File: config.mk
export PLATFORM = sky130hd
export DESIGN_NAME = operand_fetch
export DESIGN_NICKNAME = d
export VERILOG_FILES = /design/src/rtl/operand_fetch.sv
export SDC_FILE = /design/constraint.sdc
export NUM_CORES = 1
export LEC_CHECK = 0
export ABC_AREA = 1
export CORE_UTILIZATION = 30
export CTS_CLUSTER_DIAMETER = 150
export CTS_CLUSTER_SIZE = 40
export DETAILED_ROUTE_END_ITERATION = 10
export PLACE_DENSITY = 0.53
export SYNTH_ARGS = -nofsm -noshare
export SYNTH_HDL_FRONTEND = slang
export SYNTH_SLANG_ARGS = --single-unit
File: constraint.sdc
create_clock -name clk -period 3.7 [get_ports clk]
set_input_delay 1.11 -clock clk [delete_from_list [all_inputs] [get_ports clk]]
set_output_delay 1.11 -clock clk [all_outputs]
set_load 0.01 [all_outputs]
File: src/rtl/operand_fetch.sv
// Operand fetch / issue stage.
// Takes a decoded instruction, reads its two source registers from a
// synchronous-read register file, and hands the operands to execute over a
// valid/ready handshake. The writeback bus is passed to the register-file
// write port. Writes that the one-cycle read would miss are bypassed, and
// operands held during a stall follow later writes to the same register.
module operand_fetch #(
    parameter int W     = 32,
    parameter int CTX_W = 32
) (
    input  logic             clk,
    input  logic             rst_n,
    input  logic             in_valid,
    output logic             in_ready,
    input  logic [4:0]       in_rs1,
    input  logic [4:0]       in_rs2,
    input  logic [4:0]       in_rd,
    input  logic [CTX_W-1:0] in_ctx,
    output logic             rf_ren,
    output logic [4:0]       rf_rs1,
    output logic [4:0]       rf_rs2,
    input  logic [W-1:0]     rf_rs1_val,
    input  logic [W-1:0]     rf_rs2_val,
    input  logic             wb_valid,
    input  logic [4:0]       wb_rd,
    input  logic [W-1:0]     wb_val,
    output logic             rf_wen,
    output logic [4:0]       rf_rd,
    output logic [W-1:0]     rf_rd_val,
    output logic             out_valid,
    input  logic             out_ready,
    output logic [W-1:0]     out_rs1_val,
    output logic [W-1:0]     out_rs2_val,
    output logic [4:0]       out_rd,
    output logic [CTX_W-1:0] out_ctx
);

    typedef enum logic [1:0] {
        IDLE = 2'd0,
        READ = 2'd1,
        OUT  = 2'd2
    } state_t;

    state_t           state_r;
    logic [4:0]       rs1_r;
    logic [4:0]       rs2_r;
    logic [4:0]       rd_r;
    logic [CTX_W-1:0] ctx_r;
    logic             byp1_r;
    logic             byp2_r;
    logic [W-1:0]     byp_val1_r;
    logic [W-1:0]     byp_val2_r;

    logic             accept_s;
    logic [W-1:0]     op1_s;
    logic [W-1:0]     op2_s;

    // Operand source selection: x0 reads as zero, then a write landing in
    // this cycle, then a write captured in the accept cycle (which the
    // register file returned as the old value), then the register file.
    function automatic logic [W-1:0] sel_operand(
        input logic [4:0]   idx,
        input logic         wen,
        input logic [4:0]   wrd,
        input logic [W-1:0] wval,
        input logic         byp,
        input logic [W-1:0] byp_val,
        input logic [W-1:0] rf_val
    );
        logic [W-1:0] res;
        if (idx == 5'd0) begin
            res = {W{1'b0}};
        end else if (wen && (wrd == idx)) begin
            res = wval;
        end else if (byp) begin
            res = byp_val;
        end else begin
            res = rf_val;
        end
        return res;
    endfunction

    // Handshake, register-file read/write ports (write to x0 is suppressed).
    always_comb begin
        in_ready  = (state_r == IDLE) || ((state_r == OUT) && out_ready);
        accept_s  = in_valid && in_ready;
        rf_ren    = accept_s;
        rf_rs1    = in_rs1;
        rf_rs2    = in_rs2;
        rf_wen    = wb_valid && (wb_rd != 5'd0);
        rf_rd     = wb_rd;
        rf_rd_val = wb_val;
    end

    // Operand values as they would be registered at the end of READ.
    always_comb begin
        op1_s = sel_operand(rs1_r, rf_wen, wb_rd, wb_val, byp1_r, byp_val1_r, rf_rs1_val);
        op2_s = sel_operand(rs2_r, rf_wen, wb_rd, wb_val, byp2_r, byp_val2_r, rf_rs2_val);
    end

    // Instruction latch and accept-cycle bypass capture.
    always_ff @(posedge clk or negedge rst_n) begin
        if (!rst_n) begin
            rs1_r      <= 5'd0;
            rs2_r      <= 5'd0;
            rd_r       <= 5'd0;
            ctx_r      <= {CTX_W{1'b0}};
            byp1_r     <= 1'b0;
            byp2_r     <= 1'b0;
            byp_val1_r <= {W{1'b0}};
            byp_val2_r <= {W{1'b0}};
        end else if (accept_s) begin
            rs1_r      <= in_rs1;
            rs2_r      <= in_rs2;
            rd_r       <= in_rd;
            ctx_r      <= in_ctx;
            byp1_r     <= rf_wen && (wb_rd == in_rs1);
            byp2_r     <= rf_wen && (wb_rd == in_rs2);
            byp_val1_r <= wb_val;
            byp_val2_r <= wb_val;
        end
    end

    // Stage FSM with registered outputs toward execute.
    always_ff @(posedge clk or negedge rst_n) begin
        if (!rst_n) begin
            state_r     <= IDLE;
            out_valid   <= 1'b0;
            out_rs1_val <= {W{1'b0}};
            out_rs2_val <= {W{1'b0}};
            out_rd      <= 5'd0;
            out_ctx     <= {CTX_W{1'b0}};
        end else begin
            case (state_r)
                IDLE: begin
                    out_valid <= 1'b0;
                    if (accept_s) begin
                        state_r <= READ;
                    end else begin
                        state_r <= IDLE;
                    end
                end
                READ: begin
                    out_rs1_val <= op1_s;
                    out_rs2_val <= op2_s;
                    out_rd      <= rd_r;
                    out_ctx     <= ctx_r;
                    out_valid   <= 1'b1;
                    state_r     <= OUT;
                end
                OUT: begin
                    // Held operands track writes to their source registers,
                    // including in the handshake cycle.
                    if (rf_wen && (wb_rd == rs1_r) && (rs1_r != 5'd0)) begin
                        out_rs1_val <= wb_val;
                    end
                    if (rf_wen && (wb_rd == rs2_r) && (rs2_r != 5'd0)) begin
                        out_rs2_val <= wb_val;
                    end
                    if (out_ready) begin
                        out_valid <= 1'b0;
                        if (in_valid) begin
                            state_r <= READ;
                        end else begin
                            state_r <= IDLE;
                        end
                    end
                end
                default: begin
                    state_r   <= IDLE;
                    out_valid <= 1'b0;
                end
            endcase
        end
    end

endmodule

==> run metrics, run 1 <==
CTS tree=done; Layout area overhead=38.0%; TNS Setup=0 ns; cell area power density=623 nW/µm²; Detailed Route Iter0 Violations=531; total gr overflow=0; Detail Placement HPWL=22100 µm; Reg2Reg Capture Point=byp1_r$_DFFE_PN0P_; placed inst area=13200 µm²; maximum VDD drop=0.000299 V; Setup crit end kind=output pin; Min-Delay Path Class=flop to flop; DRT Wirelength=34000 µm; CP startpoint kind=primary input; largest net degree at the start of global routing=70; Pwr Total=8.58 mW; IO Pins=305; Fillers=3378; Die Footprint=34000 µm²; clk_lat worst skew=0.45 ns; RSZ-0062 raised after global routing=no; Leakage=6.83 nW; Die W=184 µm; Max clock buf depth=2; drt pass-1 iters=5; most common cell in the synthesized netlist=nand2_1; CTS clock-pin slew for the worst setup and hold paths=0.08 ns; PortBufs=304; crit path kind=primary input to output pin; Initial Util=30.6%; R2R setup slack=1.39 ns; Crit Reg-Reg Startpoint=out_valid$_DFFE_PN0P_; H-tree depth=4; Max-slew headroom=22.9%; Root Buffer Master=clkbuf_16; status=completed; Finished Cell Area=13800 µm²; FFs w/ async S/R, synth=100%; fmax=279 MHz; Post-synth top cells=nand2_1, dfrtp_1, o21ai_0; Final Setup Violations=0; Avg Cell Area, Syn=7.14 µm²; worst clock skew=0.0118 ns; initial antenna violation count=1; Synth Net Count=1553; count of yosys warnings during synthesis=0; Clock Sinks=184; Hold Path Depth=2; Synth area leader=dfrtp_1; Hold WS=0.477 ns; vias=9366; Core Region=32600 µm²; Routed wire per std cell=16.3 µm; first-pass GRT wire length=52800 µm; all-layer global routing usage=20.6%; post-DR vias/cell=4.50; Post-Syn Area=9990 µm²; r2r worst-path depth=9; global placement routability congestion=0.835; Min-Delay Startpoint=ctx_r[24]$_DFFE_PN0P_; Post-route DRC=0; Inst Count DP=2048; Antenna Nets Post-Route=0; Post-Syn Instances=1400; maxcap violations=0; register area share after synthesis=46.1%; final std cells w/o fill=2081; postcts setup bufs=0; Hold Path Sink=ctx_r[24]$_DFFE_PN0P_; ys flop type=dfrtp_1; top cells by area, synth=dfrtp_1, nand2_1, o21ai_0, mux2_2, buf_4; worst path required time=2.59 ns; crit path max fanout=2; CP arrival=2.48 ns; top cell type's share of synthesized area=46.1%; min Tclk post-route=3.59 ns; vias in the first global route=9346; Nets=1778; post-synth cell types=23; Post-CTS Hold Buffers=0; synthesized flop and latch total=184; layout cells sized above 1=6.90%; cts bufs inserted=17; Post-synth EDFFs=0; Die H=184 µm; final period utilization=97.0%; measured slew at the worst slew-check pin=1.16 ns; Final Max Slew Viols=0; Final Hold Fails=0; Std-Cell Rows=66
cell usage in the layout, fill, tap and decap left out, types with 2 or more instances in the layout:
cell,count
clkbuf_16,17
buf_12,2
buf_4,26
xnor2_1,7
nand2_1,694
mux2_2,35
nand3_1,37
inv_8,4
nand2_4,2
inv_2,6
a21oi_1,32
clkdlybuf4s50_1,303
nor2_4,2
nor2_1,43
dfrtp_2,2
inv_6,3
inv_1,78
o21ai_0,107
nor3_1,2
clkinv_1,30
dfrtp_1,182
xor2_1,9
clkinv_8,6
worst max-delay path by stage:
stage / slack (ns) / depth (start not counted) / start / end
floorplan: 0.64 / 6 / out_ready / rf_ren
finish: 0.11 / 6 / out_ready / rf_ren
detailed placement: 0.07 / 6 / out_ready / rf_ren
global route: 0.07 / 6 / out_ready / rf_ren
global placement: 0.08 / 6 / out_ready / rf_ren
CTS: 0.05 / 6 / out_ready / rf_ren
state kept, by name (all words and copies together) (netlist names), 5 cells and up:
| name | flops |
|---|---|
| byp_val2_r | 32 |
| ctx_r | 32 |
| out_ctx | 32 |
| out_rd | 5 |
| out_rs1_val | 32 |
| out_rs2_val | 32 |
| rd_r | 5 |
| rs1_r | 5 |
| rs2_r | 5 |
through the flow:
stage          utilization, %  setup slack (ns)
5_1_grt                  42.3            0.0663
2_1_floorplan               -             0.645
3_5_place_dp             40.3            0.0676
6_report                 42.3             0.110
3_3_place_gp             40.3            0.0812
4_1_cts                  42.2            0.0496
power by group:
group	internal (mW)	total [mW]	switching, mW	leakage (nW)
sequential	2.77	3.19	0.426	2.28
clock	0.928	1.92	0.991	0.300
combinational	1.74	3.47	1.73	4.25
total	5.44	8.58	3.15	6.83
per-layer routing:
layer	track usage, %	wire, µm
met5	0	0
met4	6.60	552
met3	6.16	2760
met2	33.1	15600
met1	26.3	15000
cell type report:
type	instances	area, µm²	share of cell area [%]
flip-flops and latches	184	4610	33.4
diodes	1	2.50	0.0182
well taps	442	553	4.01
inverters	114	428	3.10
clock buffers	17	425	3.09
repair buffers	332	3280	23.8
clock inverters	15	190	1.38
multi-input cells	976	4290	31.2
timing repair:
item | 4_1_cts | 5_1_grt
endpoints found under the hold margin | 0 | 0
resized for setup | 0 | 1
setup endpoints to repair | 0 | 1
kinds of logic (layout without fill, tap and decap cells):
family	after synthesis	count (layout)	share of synthesized area (%)
flip-flops	184	184	46.1
multiplexers	35	35	3.95
AO/OA/AOI/OAI	139	139	6.96
other	0	1	0
XOR/XNOR	16	16	1.40
AND/OR/NAND/NOR	786	786	30.3
buffers and inverters	240	478	11.3
worst max-delay path, cell delays in order:
cell and delay (ns):
clkdlybuf4s50_1 0.49, nor2_1 0.06, nor2_2 0.15, nand2_4 0.07, inv_2 0.06, clkdlybuf4s50_1 0.53
(Power assumes the default switching activity.)
==> run 2, diff against run 1 <==
--- a/config.mk
+++ b/config.mk
@@ -6,6 +6,8 @@
 export NUM_CORES = 1
 export LEC_CHECK = 0
 export ABC_AREA = 1
+export ABC_CLOCK_PERIOD_IN_PS = 3700
+export CORE_ASPECT_RATIO = 0.9
 export CORE_UTILIZATION = 30
 export CTS_CLUSTER_DIAMETER = 150
 export CTS_CLUSTER_SIZE = 40
@@ -14,3 +16,4 @@
 export SYNTH_ARGS = -nofsm -noshare
 export SYNTH_HDL_FRONTEND = slang
 export SYNTH_SLANG_ARGS = --single-unit
+export TNS_END_PERCENT = 1
==> run 2 against run 1 <==
  * Global-route usage shrank 0.58 points
  * Utilization fell by 0.50 points
  * Routed wire length decreased by 1.2%
  * Via count fell by 0.88%
  * Largest cell class unchanged
  * Largest power group unchanged
==> run metrics, run 2 (synthesized netlist as in run 1, its figures left out) <==
status=completed (unchanged); postcts setup bufs=0 (unchanged); total gr overflow=0 (unchanged); CTS clock-pin slew for the worst setup and hold paths=0.07 ns (was 0.08 ns); Bufs and invs on worst path=3 (unchanged); Final Max Slew Viols=0 (unchanged); fmax=276 MHz (was 279 MHz); commonest non-fill, non-tap cell in the layout=nand2_1 (unchanged); Nets=1777 (was 1778); Core Region=32900 µm² (was 32600 µm²); Post-CTS Resized=0 (unchanged); Std-Cell Rows=63 (was 66); Final Hold Fails=0 (unchanged); measured slew at the worst slew-check pin=1.16 ns (about the same); Min-Delay Path Class=flop to flop (unchanged); CP arrival=2.51 ns (was 2.48 ns); Final Setup Violations=0 (unchanged); critical path depth=6 (unchanged); maximum VDD drop=0.000315 V (was 0.000299 V); IO Pins=305 (unchanged); final period utilization=97.8% (was 97.0%); PortBufs=304 (unchanged); Detailed Route Iter0 Violations=541 (was 531); Die W=194 µm (was 184 µm); H-tree depth=4 (unchanged); Setup crit end kind=output pin (unchanged); largest net degree at the start of global routing=110 (was 70); R2R setup slack=1.39 ns (about the same); slowest CP cell=clkdlybuf4s50_1 (unchanged); RSZ-0062 raised after global routing=no (unchanged); cell area power density=623 nW/µm² (about the same); Post-route DRC=0 (unchanged); Root Buffer Master=clkbuf_16 (unchanged); r2r worst-path depth=9 (unchanged); all-layer global routing usage=20.0% (was 20.6%); layout cells sized above 1=6.78% (was 6.90%); Clock Sinks=184 (unchanged); crit path max fanout=2 (unchanged); CTS tree=done (unchanged); vias in the first global route=8956 (was 9346); Reg2Reg Capture Point=out_rs2_val[0]$_DFFE_PN0P_ (was byp1_r$_DFFE_PN0P_); crit path kind=primary input to output pin (unchanged); CP startpoint kind=primary input (unchanged); Hold WS=0.476 ns (was 0.477 ns); Largest stage delay, worst path=0.53 ns (about the same); drt pass-1 iters=4 (was 5); worst path required time=2.59 ns (about the same); Routed wire per std cell=16.3 µm (about the same); Antenna diodes=0 (was 1); Die H=175 µm (was 184 µm); CP startpoint=out_ready (unchanged); initial antenna violation count=0 (was 1); Leakage=6.81 nW (was 6.83 nW); worst path cell trace=clkdlybuf4s50_1, nor2_1, nor2_1, nand2_4, inv_2, clkdlybuf4s50_1 (was clkdlybuf4s50_1, nor2_1, nor2_2, nand2_4, inv_2, clkdlybuf4s50_1); TNS Setup=0 ns (unchanged); Antenna Nets Post-Route=0 (unchanged); CP top delay family=buffers and inverters (unchanged); commonest non-fill, non-tap cells in the layout=nand2_1, clkdlybuf4s50_1, dfrtp_1 (unchanged); Crit Reg-Reg Startpoint=state_r[0]$_DFFE_PN0P_ (was out_valid$_DFFE_PN0P_); Max clock buf depth=2 (unchanged); Post-CTS Hold Buffers=0 (unchanged); clk_lat worst skew=0.43 ns (was 0.45 ns); post-DR vias/cell=4.51 (was 4.50); DRT Wirelength=33600 µm (was 34000 µm); min Tclk post-route=3.62 ns (was 3.59 ns); Initial Util=30.4% (was 30.6%); Critical path destination=rf_ren (unchanged); vias=9284 (was 9366); Layout area overhead=37.4% (was 38.0%); worst clock skew=0.0130 ns (was 0.0118 ns); Die Footprint=34000 µm² (about the same); cts bufs inserted=17 (unchanged); global placement routability congestion=0.825 (was 0.835); Detail Placement HPWL=21800 µm (was 22100 µm); maxcap violations=0 (unchanged); Max-slew headroom=22.4% (was 22.9%); first-pass GRT wire length=52200 µm (was 52800 µm)
## run 2: cell types whose count changed in the layout (fill, tap and decap cells not counted), sizes merged
| cell | change |
|---|---|
| buf | -1 |
| bufinv | +1 |
| clkinv | -1 |
| clkinvlp | +2 |
| diode | -1 |
| inv | -3 |
## run 2: cell type report
| type | instances | area [µm²] |
|---|---|---|
| clock buffers | 17 | 425 |
| clock inverters | 14 | 166 |
| fillers | 3345 | 19100 |
| inverters | 114 | 428 |
| multi-input cells | 976 | 4290 |
| flip-flops and latches | 184 | 4610 |
| well taps | 422 | 528 |
| repair buffers | 331 | 3270 |
## run 2: power by group
group          switching, mW  internal, mW  total (mW)
clock network          0.920         0.962        1.88
registers              0.438          2.77        3.21
logic                   1.73          1.74        3.46
## run 2: per-stage QoR
step           setup slack, ns  std cells  util, %  power, mW  area, µm²
3_3_place_gp            0.0874       2027     39.9       6.72      13100
5_1_grt                0.00260       2058     41.7       9.16      13700
4_1_cts                 0.0676       2058     41.7       8.68      13700
2_1_floorplan            0.645       1400        -       4.80       9990
3_5_place_dp            0.0723       2027     39.9       6.73      13100
6_report                0.0830       2058     41.7       8.55      13700
## run 2: metal layers
metal,part of all wire [%],GRT usage [%],vias up
met2,45,32.8,285
met5,0,0,-
met3,7.3,5.62,26
li1,-,-,4678
met4,1.4,4.60,0
met1,46,26.1,4295
## run 2: worst min path at each step
| stage | slack, ns | depth (start not counted) | endpoint | from |
|---|---|---|---|---|
| 5_1_grt | 0.49 | 2 | ctx_r[20]$_DFFE_PN0P_ | ctx_r[20]$_DFFE_PN0P_ |
| 6_report | 0.48 | 2 | ctx_r[20]$_DFFE_PN0P_ | ctx_r[20]$_DFFE_PN0P_ |
| 4_1_cts | 0.48 | 2 | out_rs2_val[11]$_DFFE_PN0P_ | out_rs2_val[11]$_DFFE_PN0P_ |
| 3_3_place_gp | 0.46 | 2 | ctx_r[7]$_DFFE_PN0P_ | ctx_r[7]$_DFFE_PN0P_ |
| 3_5_place_dp | 0.46 | 2 | ctx_r[2]$_DFFE_PN0P_ | ctx_r[2]$_DFFE_PN0P_ |
| 2_1_floorplan | 0.44 | 2 | ctx_r[0]$_DFFE_PN0P_ | ctx_r[0]$_DFFE_PN0P_ |
## run 2: worst register-to-register path, cell delays in order, from the launching register on
cell and delay, ns:
dfrtp_1 0.45, nor2_4 0.45, inv_1 0.16, o21ai_0 0.14, inv_1 0.34, buf_4 0.36
nand2_1 0.11, nand2_1 0.05, nand2_1 0.09, nand2_1 0.05
